File: src/rtl/diffeq_solver_iter.sv
// -----------------------------------------------------------------------------
// diffeq_solver_iter
//
// Self-sequencing Euler solver for y'' + 3*x*y' + 3*y = 0:
//   while (x < a) { x1 = x + dx; u1 = u - 3*x*u*dx - 3*y*dx; y1 = y + u*dx; }
// One loop iteration takes four cycles (C1..C4) built from two shared
// multipliers and shared add/subtract units. All operands load in parallel
// when start is accepted in IDLE.
//
// Ports
//   clk         rising-edge clock for all state
//   reset       synchronous, active-high; aborts any solve without a done
//   start       begin a solve (sampled only in IDLE)
//   x_in        initial x (signed, IN_WIDTH, sign-extended to WIDTH)
//   dx_in       step dx
//   u_in        initial u = y'
//   y_in        initial y
//   a_in        loop bound a
//   busy        high while the controller is outside IDLE
//   done        one-cycle pulse when x_out/u_out/y_out are valid
//   x_out       final x
//   u_out       final u
//   y_out       final y
//   iter_count  loop iterations executed in this solve
//   overflow    sticky: any signed overflow seen during this solve
//   timeout     solve stopped by MAX_ITER while x < a still held
// -----------------------------------------------------------------------------
module diffeq_solver_iter #(
  parameter int WIDTH    = 16,
  parameter int IN_WIDTH = 8,
  parameter int MAX_ITER = 255,
  parameter int ITER_W   = 8
) (
  input  logic                clk,
  input  logic                reset,
  input  logic                start,
  input  logic [IN_WIDTH-1:0] x_in,
  input  logic [IN_WIDTH-1:0] dx_in,
  input  logic [IN_WIDTH-1:0] u_in,
  input  logic [IN_WIDTH-1:0] y_in,
  input  logic [IN_WIDTH-1:0] a_in,
  output logic                busy,
  output logic                done,
  output logic [WIDTH-1:0]    x_out,
  output logic [WIDTH-1:0]    u_out,
  output logic [WIDTH-1:0]    y_out,
  output logic [ITER_W-1:0]   iter_count,
  output logic                overflow,
  output logic                timeout
);

  typedef enum logic [2:0] {
    S_IDLE = 3'd0,
    S_C1   = 3'd1,
    S_C2   = 3'd2,
    S_C3   = 3'd3,
    S_C4   = 3'd4,
    S_DONE = 3'd5
  } state_t;

  localparam logic signed [WIDTH-1:0] ZERO       = {WIDTH{1'b0}};
  localparam logic signed [WIDTH-1:0] THREE      = WIDTH'(32'sd3);
  localparam logic [ITER_W-1:0]       ITER_ZERO  = {ITER_W{1'b0}};
  localparam logic [ITER_W-1:0]       ITER_ONE   = ITER_W'(32'd1);
  localparam logic [ITER_W-1:0]       MAX_ITER_C = ITER_W'(MAX_ITER);

  // ---------------------------------------------------------------------------
  // Arithmetic helpers
  // ---------------------------------------------------------------------------

  // Sign-extend one input operand to the datapath width.
  function automatic logic signed [WIDTH-1:0] sext(input logic signed [IN_WIDTH-1:0] v);
    sext = WIDTH'(v);
  endfunction

  // Full-precision signed product at 2*WIDTH.
  function automatic logic signed [2*WIDTH-1:0] mul_full(input logic signed [WIDTH-1:0] a,
                                                          input logic signed [WIDTH-1:0] b);
    logic signed [2*WIDTH-1:0] ae;
    logic signed [2*WIDTH-1:0] be;
    ae       = (2*WIDTH)'(a);
    be       = (2*WIDTH)'(b);
    mul_full = ae * be;
  endfunction

  // Truncation to WIDTH is lossless only when the top WIDTH+1 bits all match
  // the sign of the kept part.
  function automatic logic mul_ovf(input logic signed [2*WIDTH-1:0] p);
    logic [WIDTH:0] top;
    top     = p[2*WIDTH-1:WIDTH-1];
    mul_ovf = (top != {(WIDTH+1){1'b0}}) && (top != {(WIDTH+1){1'b1}});
  endfunction

  // Signed overflow of a wrapped add (sub=0) or subtract (sub=1).
  function automatic logic addsub_ovf(input logic signed [WIDTH-1:0] a,
                                      input logic signed [WIDTH-1:0] b,
                                      input logic signed [WIDTH-1:0] r,
                                      input logic                    sub);
    logic same_sign;
    same_sign  = (a[WIDTH-1] == b[WIDTH-1]);
    addsub_ovf = (sub ? !same_sign : same_sign) && (r[WIDTH-1] != a[WIDTH-1]);
  endfunction

  // ---------------------------------------------------------------------------
  // State
  // ---------------------------------------------------------------------------
  state_t                   state_q;
  logic signed [WIDTH-1:0]  x_q, dx_q, u_q, y_q, a_q;
  logic signed [WIDTH-1:0]  t1_q, t2_q, t3_q, t4_q, t5_q, t6_q, t7_q;
  logic [ITER_W-1:0]        cnt_q;
  logic                     ovf_q, tmo_q, busy_q, done_q;
  logic [WIDTH-1:0]         xo_q, uo_q, yo_q;

  // Shared functional-unit operands and results
  logic signed [WIDTH-1:0]   m0_a_s, m0_b_s, m1_a_s, m1_b_s;
  logic signed [2*WIDTH-1:0] m0_p_s, m1_p_s;
  logic signed [WIDTH-1:0]   m0_r_s, m1_r_s;
  logic signed [WIDTH-1:0]   s0_a_s, s0_b_s, s1_a_s, s1_b_s;
  logic                      s0_sub_s, s1_sub_s;
  logic signed [WIDTH-1:0]   s0_r_s, s1_r_s;
  logic                      step_ovf_s;
  logic [ITER_W-1:0]         cnt_inc_s;
  logic signed [WIDTH-1:0]   x_ld_s, a_ld_s;

  // Operand steering for the shared multipliers and add/subtract units.
  always_comb begin
    m0_a_s   = ZERO;
    m0_b_s   = ZERO;
    m1_a_s   = ZERO;
    m1_b_s   = ZERO;
    s0_a_s   = ZERO;
    s0_b_s   = ZERO;
    s0_sub_s = 1'b0;
    s1_a_s   = ZERO;
    s1_b_s   = ZERO;
    s1_sub_s = 1'b0;
    case (state_q)
      S_C1: begin
        m0_a_s = dx_q;  m0_b_s = THREE;   // t1 = 3*dx
        m1_a_s = u_q;   m1_b_s = x_q;     // t2 = u*x
        s0_a_s = x_q;   s0_b_s = dx_q;    // t3 = x + dx
      end
      S_C2: begin
        m0_a_s = u_q;   m0_b_s = dx_q;    // t4 = u*dx
        m1_a_s = t1_q;  m1_b_s = t2_q;    // t5 = 3*dx*u*x
      end
      S_C3: begin
        m0_a_s = t1_q;  m0_b_s = y_q;     // t6 = 3*dx*y
        s0_a_s = u_q;   s0_b_s = t5_q;    // t7 = u - t5
        s0_sub_s = 1'b1;
      end
      S_C4: begin
        // Writeback cycle: both the u and y updates need an add/subtract.
        s0_a_s = t7_q;  s0_b_s = t6_q;    // u1 = t7 - t6
        s0_sub_s = 1'b1;
        s1_a_s = y_q;   s1_b_s = t4_q;    // y1 = y + t4
      end
      default: begin
        m0_a_s = ZERO;
      end
    endcase
  end

  // Functional-unit results, overflow flags and load-time compare values.
  // Idle units see zero operands and therefore never flag overflow.
  always_comb begin
    m0_p_s     = mul_full(m0_a_s, m0_b_s);
    m1_p_s     = mul_full(m1_a_s, m1_b_s);
    m0_r_s     = m0_p_s[WIDTH-1:0];
    m1_r_s     = m1_p_s[WIDTH-1:0];
    s0_r_s     = s0_sub_s ? (s0_a_s - s0_b_s) : (s0_a_s + s0_b_s);
    s1_r_s     = s1_sub_s ? (s1_a_s - s1_b_s) : (s1_a_s + s1_b_s);
    step_ovf_s = mul_ovf(m0_p_s) | mul_ovf(m1_p_s)
               | addsub_ovf(s0_a_s, s0_b_s, s0_r_s, s0_sub_s)
               | addsub_ovf(s1_a_s, s1_b_s, s1_r_s, s1_sub_s);
    cnt_inc_s  = cnt_q + ITER_ONE;
    x_ld_s     = sext(x_in);
    a_ld_s     = sext(a_in);
  end

  // Controller FSM, datapath registers and registered outputs.
  always_ff @(posedge clk) begin
    if (reset) begin
      state_q <= S_IDLE;
      x_q  <= ZERO;  dx_q <= ZERO;  u_q  <= ZERO;  y_q  <= ZERO;  a_q <= ZERO;
      t1_q <= ZERO;  t2_q <= ZERO;  t3_q <= ZERO;  t4_q <= ZERO;
      t5_q <= ZERO;  t6_q <= ZERO;  t7_q <= ZERO;
      cnt_q  <= ITER_ZERO;
      ovf_q  <= 1'b0;
      tmo_q  <= 1'b0;
      busy_q <= 1'b0;
      done_q <= 1'b0;
      xo_q   <= {WIDTH{1'b0}};
      uo_q   <= {WIDTH{1'b0}};
      yo_q   <= {WIDTH{1'b0}};
    end else begin
      done_q <= 1'b0;
      case (state_q)
        S_IDLE: begin
          if (start) begin
            x_q    <= x_ld_s;
            dx_q   <= sext(dx_in);
            u_q    <= sext(u_in);
            y_q    <= sext(y_in);
            a_q    <= a_ld_s;
            cnt_q  <= ITER_ZERO;
            ovf_q  <= 1'b0;
            tmo_q  <= 1'b0;
            busy_q <= 1'b1;
            // Already past the bound: finish with zero iterations.
            state_q <= (x_ld_s >= a_ld_s) ? S_DONE : S_C1;
          end else begin
            busy_q  <= 1'b0;
            state_q <= S_IDLE;
          end
        end
        S_C1: begin
          t1_q    <= m0_r_s;
          t2_q    <= m1_r_s;
          t3_q    <= s0_r_s;
          ovf_q   <= ovf_q | step_ovf_s;
          state_q <= S_C2;
        end
        S_C2: begin
          t4_q    <= m0_r_s;
          t5_q    <= m1_r_s;
          ovf_q   <= ovf_q | step_ovf_s;
          state_q <= S_C3;
        end
        S_C3: begin
          t6_q    <= m0_r_s;
          t7_q    <= s0_r_s;
          ovf_q   <= ovf_q | step_ovf_s;
          state_q <= S_C4;
        end
        S_C4: begin
          u_q   <= s0_r_s;
          y_q   <= s1_r_s;
          x_q   <= t3_q;
          cnt_q <= cnt_inc_s;
          ovf_q <= ovf_q | step_ovf_s;
          // Exit tests use the new x (t3) and the incremented count; reaching
          // the bound takes precedence over the iteration limit.
          if (t3_q >= a_q) begin
            state_q <= S_DONE;
          end else if (cnt_inc_s == MAX_ITER_C) begin
            tmo_q   <= 1'b1;
            state_q <= S_DONE;
          end else begin
            state_q <= S_C1;
          end
        end
        S_DONE: begin
          done_q  <= 1'b1;
          xo_q    <= x_q;
          uo_q    <= u_q;
          yo_q    <= y_q;
          busy_q  <= 1'b0;
          state_q <= S_IDLE;
        end
        default: begin
          busy_q  <= 1'b0;
          state_q <= S_IDLE;
        end
      endcase
    end
  end

  assign busy       = busy_q;
  assign done       = done_q;
  assign x_out      = xo_q;
  assign u_out      = uo_q;
  assign y_out      = yo_q;
  assign iter_count = cnt_q;
  assign overflow   = ovf_q;
  assign timeout    = tmo_q;

endmodule

File: config.mk
export PLATFORM = sky130hd
export DESIGN_NAME = diffeq_solver_iter
export DESIGN_NICKNAME = d
export VERILOG_FILES = /design/src/rtl/diffeq_solver_iter.sv
export SDC_FILE = /design/constraint.sdc
export NUM_CORES = 2
export LEC_CHECK = 0
export ABC_CLOCK_PERIOD_IN_PS = 22300
export BUFFER_PORTS_ARGS = -buffer_cell sky130_fd_sc_hd__buf_2
export CAP_MARGIN = 5
export CORE_MARGIN = 2
export CORE_UTILIZATION = 50
export CTS_CLUSTER_DIAMETER = 120
export DETAILED_ROUTE_END_ITERATION = 6
export GPL_TIMING_DRIVEN = 0
export PLACE_DENSITY = 0.71
export SLEW_MARGIN = 20
export SYNTH_ARGS = -nofsm -noshare
export SYNTH_HDL_FRONTEND = slang
export SYNTH_SLANG_ARGS = --single-unit
File: constraint.sdc
create_clock -name clk -period 22.3 [get_ports clk]
set_input_delay 1.115 -clock clk [delete_from_list [all_inputs] [get_ports clk]]
set_output_delay 1.115 -clock clk [all_outputs]
set_load 0.02 [all_outputs]
==> flow_summary.json <==
{
  "num_vias": 28261,
  "die_h_um": 257,
  "ys.flop_type": "dfxtp_1",
  "final_common_cell": "nand2_1",
  "synth-adder-area-share_pct": 41.6,
  "slowest_delay_ns": 0.87,
  "syn-num-nets": 4633,
  "ant_nets": 0,
  "cts_resized": 0,
  "rsz0062_at_grt": "false",
  "start_util_pct": 50.6,
  "drv_cap": 0,
  "synth_cells": 3843,
  "synthXorXnorAreaFrac_pct": 2.80,
  "std_cell_rows": 92,
  "fin_cells": 4843,
  "grt_pass1_vias": 27975,
  "status": "completed",
  "area_delta_synth_final_pct": 7.72,
  "coreArea_um2": 63100,
  "cpMostUsedCell": "fa_1",
  "crit_required_ns": 22.68,
  "synth_cell_types": 82,
  "drtPass1Iterations": 6,
  "dp_hpwl_um": 86400,
  "ys_seq_area_share_pct": 15.0,
  "most-common-layout-cells": "nand2_1 (619), inv_1 (575), fa_1 (526)",
  "worstSetupPathType": "reg -> reg",
  "p_per_area_nw_per_um2": 45.8,
  "final_hold_viol_count": 0,
  "synth_enable_flop_cells": 0,
  "hold_path_class": "reg -> reg",
  "drv_slew": 0,
  "finalSetupTns_ns": 0,
  "ys_ff_latch": 239,
  "crit_arrival_ns": 11.68,
  "cp_slowest_cell": "nor3_1",
  "placed_cells": 4801,
  "synth_top_family_by_area": "adder cells",
  "cts_hold_buf": 0,
  "cts_tree": "built",
  "clock-root-buffer": "clkbuf_16",
  "slew_headroom_pct": 13.0,
  "power_mw": 1.57,
  "grt_max_degree": 14,
  "r2r_slack_ns": 10.99,
  "io-pin-count": 103,
  "worst_pin_slew_ns": 1.30,
  "clk_pin_slew_ns": 0.07,
  "synth-simple-area-share_pct": 16.8,
  "wire_per_inst_um": 21.3,
  "grt_pass1_wl_um": 163000,
  "power_leakage_nw": 13.6,
  "drtIter0Drc": 2973,
  "setup_viol": 0,
  "cp_max_fo": 10,
  "syn_area_per_cell_um2": 8.31,
  "routed_via_density": 5.84,
  "fin_skew_ns": 0.0111,
  "die_w_um": 257,
  "synth_mux_area_share_pct": 0.843,
  "post_cts_buffers": 0,
  "track_usage_pct": 31.7,
  "synth_compound_area_share_pct": 14.0,
  "fin_crit_ns": 11.31,
  "min_period_over_period_pct": 50.7,
  "clock_latency_ns": 0.54,
  "fmax_mhz": 88.4,
  "htreeDepth": 1,
  "dieArea_um2": 65900,
  "ir_drop_uv": 48.7,
  "gp_congestion": 1.03,
  "crit_path_start_kind": "flip-flop",
  "ys_async_sr_fraction_pct": 0,
  "syn-cell-area_um2": 31900,
  "numCtsBuffers": 24,
  "globalRouteOverflowTotal": 0,
  "antenna_found_initial": 0,
  "portBuffers": 100,
  "route.detailed.drc": 0,
  "yosysWarnings": 0,
  "drive_gt1_share_pct": 5.18,
  "nets": 4775,
  "endpoint_kind": "flip-flop",
  "clock-sinks": 239,
  "diodes": 0,
  "drt_wl_total_um": 103000,
  "clock_path_buffers": 3
}
==> cells in the mapped netlist (16+ instances only) <==
cell | number | area [um^2]
a22o_1 | 37 | 324
and3_1 | 16 | 100
buf_1 | 22 | 82.6
ha_1 | 221 | 2770
and2_1 | 39 | 244
a221oi_1 | 24 | 210
fa_1 | 526 | 10500
nor2_1 | 430 | 1610
clkbuf_1 | 151 | 567
inv_1 | 575 | 2160
mux2i_1 | 19 | 190
a22oi_1 | 56 | 420
o21ai_0 | 83 | 415
o21a_1 | 21 | 158
nand2_1 | 619 | 2320
a211oi_1 | 25 | 188
a21o_1 | 34 | 255
nand2b_1 | 19 | 119
xor2_1 | 23 | 201
xnor2_1 | 79 | 692
nor3_1 | 25 | 125
nand3_1 | 34 | 170
nor2b_1 | 24 | 150
a21oi_1 | 297 | 1490
dfxtp_1 | 239 | 4780
==> final timing paths <==
path                          startpoint                     end  cells past startpoint
setup reg to reg   state_q[1]$_SDFF_PP0_   overflow$_SDFFE_PP0P_                     28
hold / removal    y_out[15]$_SDFFE_PP0P_  y_out[15]$_SDFFE_PP0P_                      2
hold reg to reg   y_out[15]$_SDFFE_PP0P_  y_out[15]$_SDFFE_PP0P_                      2
setup / recovery   state_q[1]$_SDFF_PP0_   overflow$_SDFFE_PP0P_                     28
==> area by class of cell <==
cell class,count,area (um^2)
Inverter,576,2160
Tap cell,846,1060
Buffer,182,699
Clock inverter,6,35.0
Timing Repair Buffer,116,618
Multi-Input combinational cell,2846,24300
Fill cell,5961,28700
Clock buffer,32,702
Sequential cell,239,4780
==> flip-flops by register name, summed over array words and instances (netlist names) <==
name        cells
y_out          16
overflow        1
y_q            16
t1_q           16
t2_q           16
x_q            16
u_out          16
t3_q           16
t7_q           16
x_out          16
iter_count      8
dx_q            8
a_q             8
busy            1
state_q         3
timeout         1
t6_q           16
u_q            16
t5_q           16
done            1
t4_q           16
==> where the power goes <==
part	switching (mW)	total (mW)	internal, mW
Clock	0.178	0.397	0.219
Sequential	0.0687	0.531	0.463
Combinational	0.448	0.646	0.198
Total	0.695	1.57	0.880
==> stage by stage <==
| step | hold WS (ns) | util (%) | instance area, um^2 | worst slack [ns] |
|---|---|---|---|---|
| floorplan | 0.432 | - | 31900 | 14.21 |
| global placement | 0.438 | 53.1 | 33500 | 11.49 |
| detailed placement | 0.439 | 53.3 | 33600 | 11.31 |
| CTS | 0.453 | 54.5 | 34400 | 11.27 |
| global route | 0.473 | 54.5 | 34400 | 10.67 |
| finish | 0.450 | 54.5 | 34400 | 10.99 |
==> worst max-delay path, delay by kind of cell (launching register included) <==
family	cells	cell delay, ns
flops	1	0.46
compound gates	5	2.01
simple gates	7	2.71
fa+ha+maj	7	3.18
buf+inv	8	2.02
xor+xnor	1	0.75
==> cell families (layout without fill, tap and decap cells) <==
family                   after synthesis  in the layout
AND/OR/NAND/NOR                     1283           1283
buffers and inverters                758            912
adder cells (fa/ha/maj)              747            747
AO/OA/AOI/OAI                        688            688
flip-flops                           239            239
XOR/XNOR                             102            102
multiplexers                          26             26
==> routing by layer <==
metal,wire (um),vias to the layer above,track usage (%)
met5,0,-,0
met4,4110,0,10.0
met2,46200,1417,50.2
li1,-,12571,-
met1,41900,14035,44.3
met3,11000,238,5.58
No activity file was read; power rests on OpenSTA's default activity.
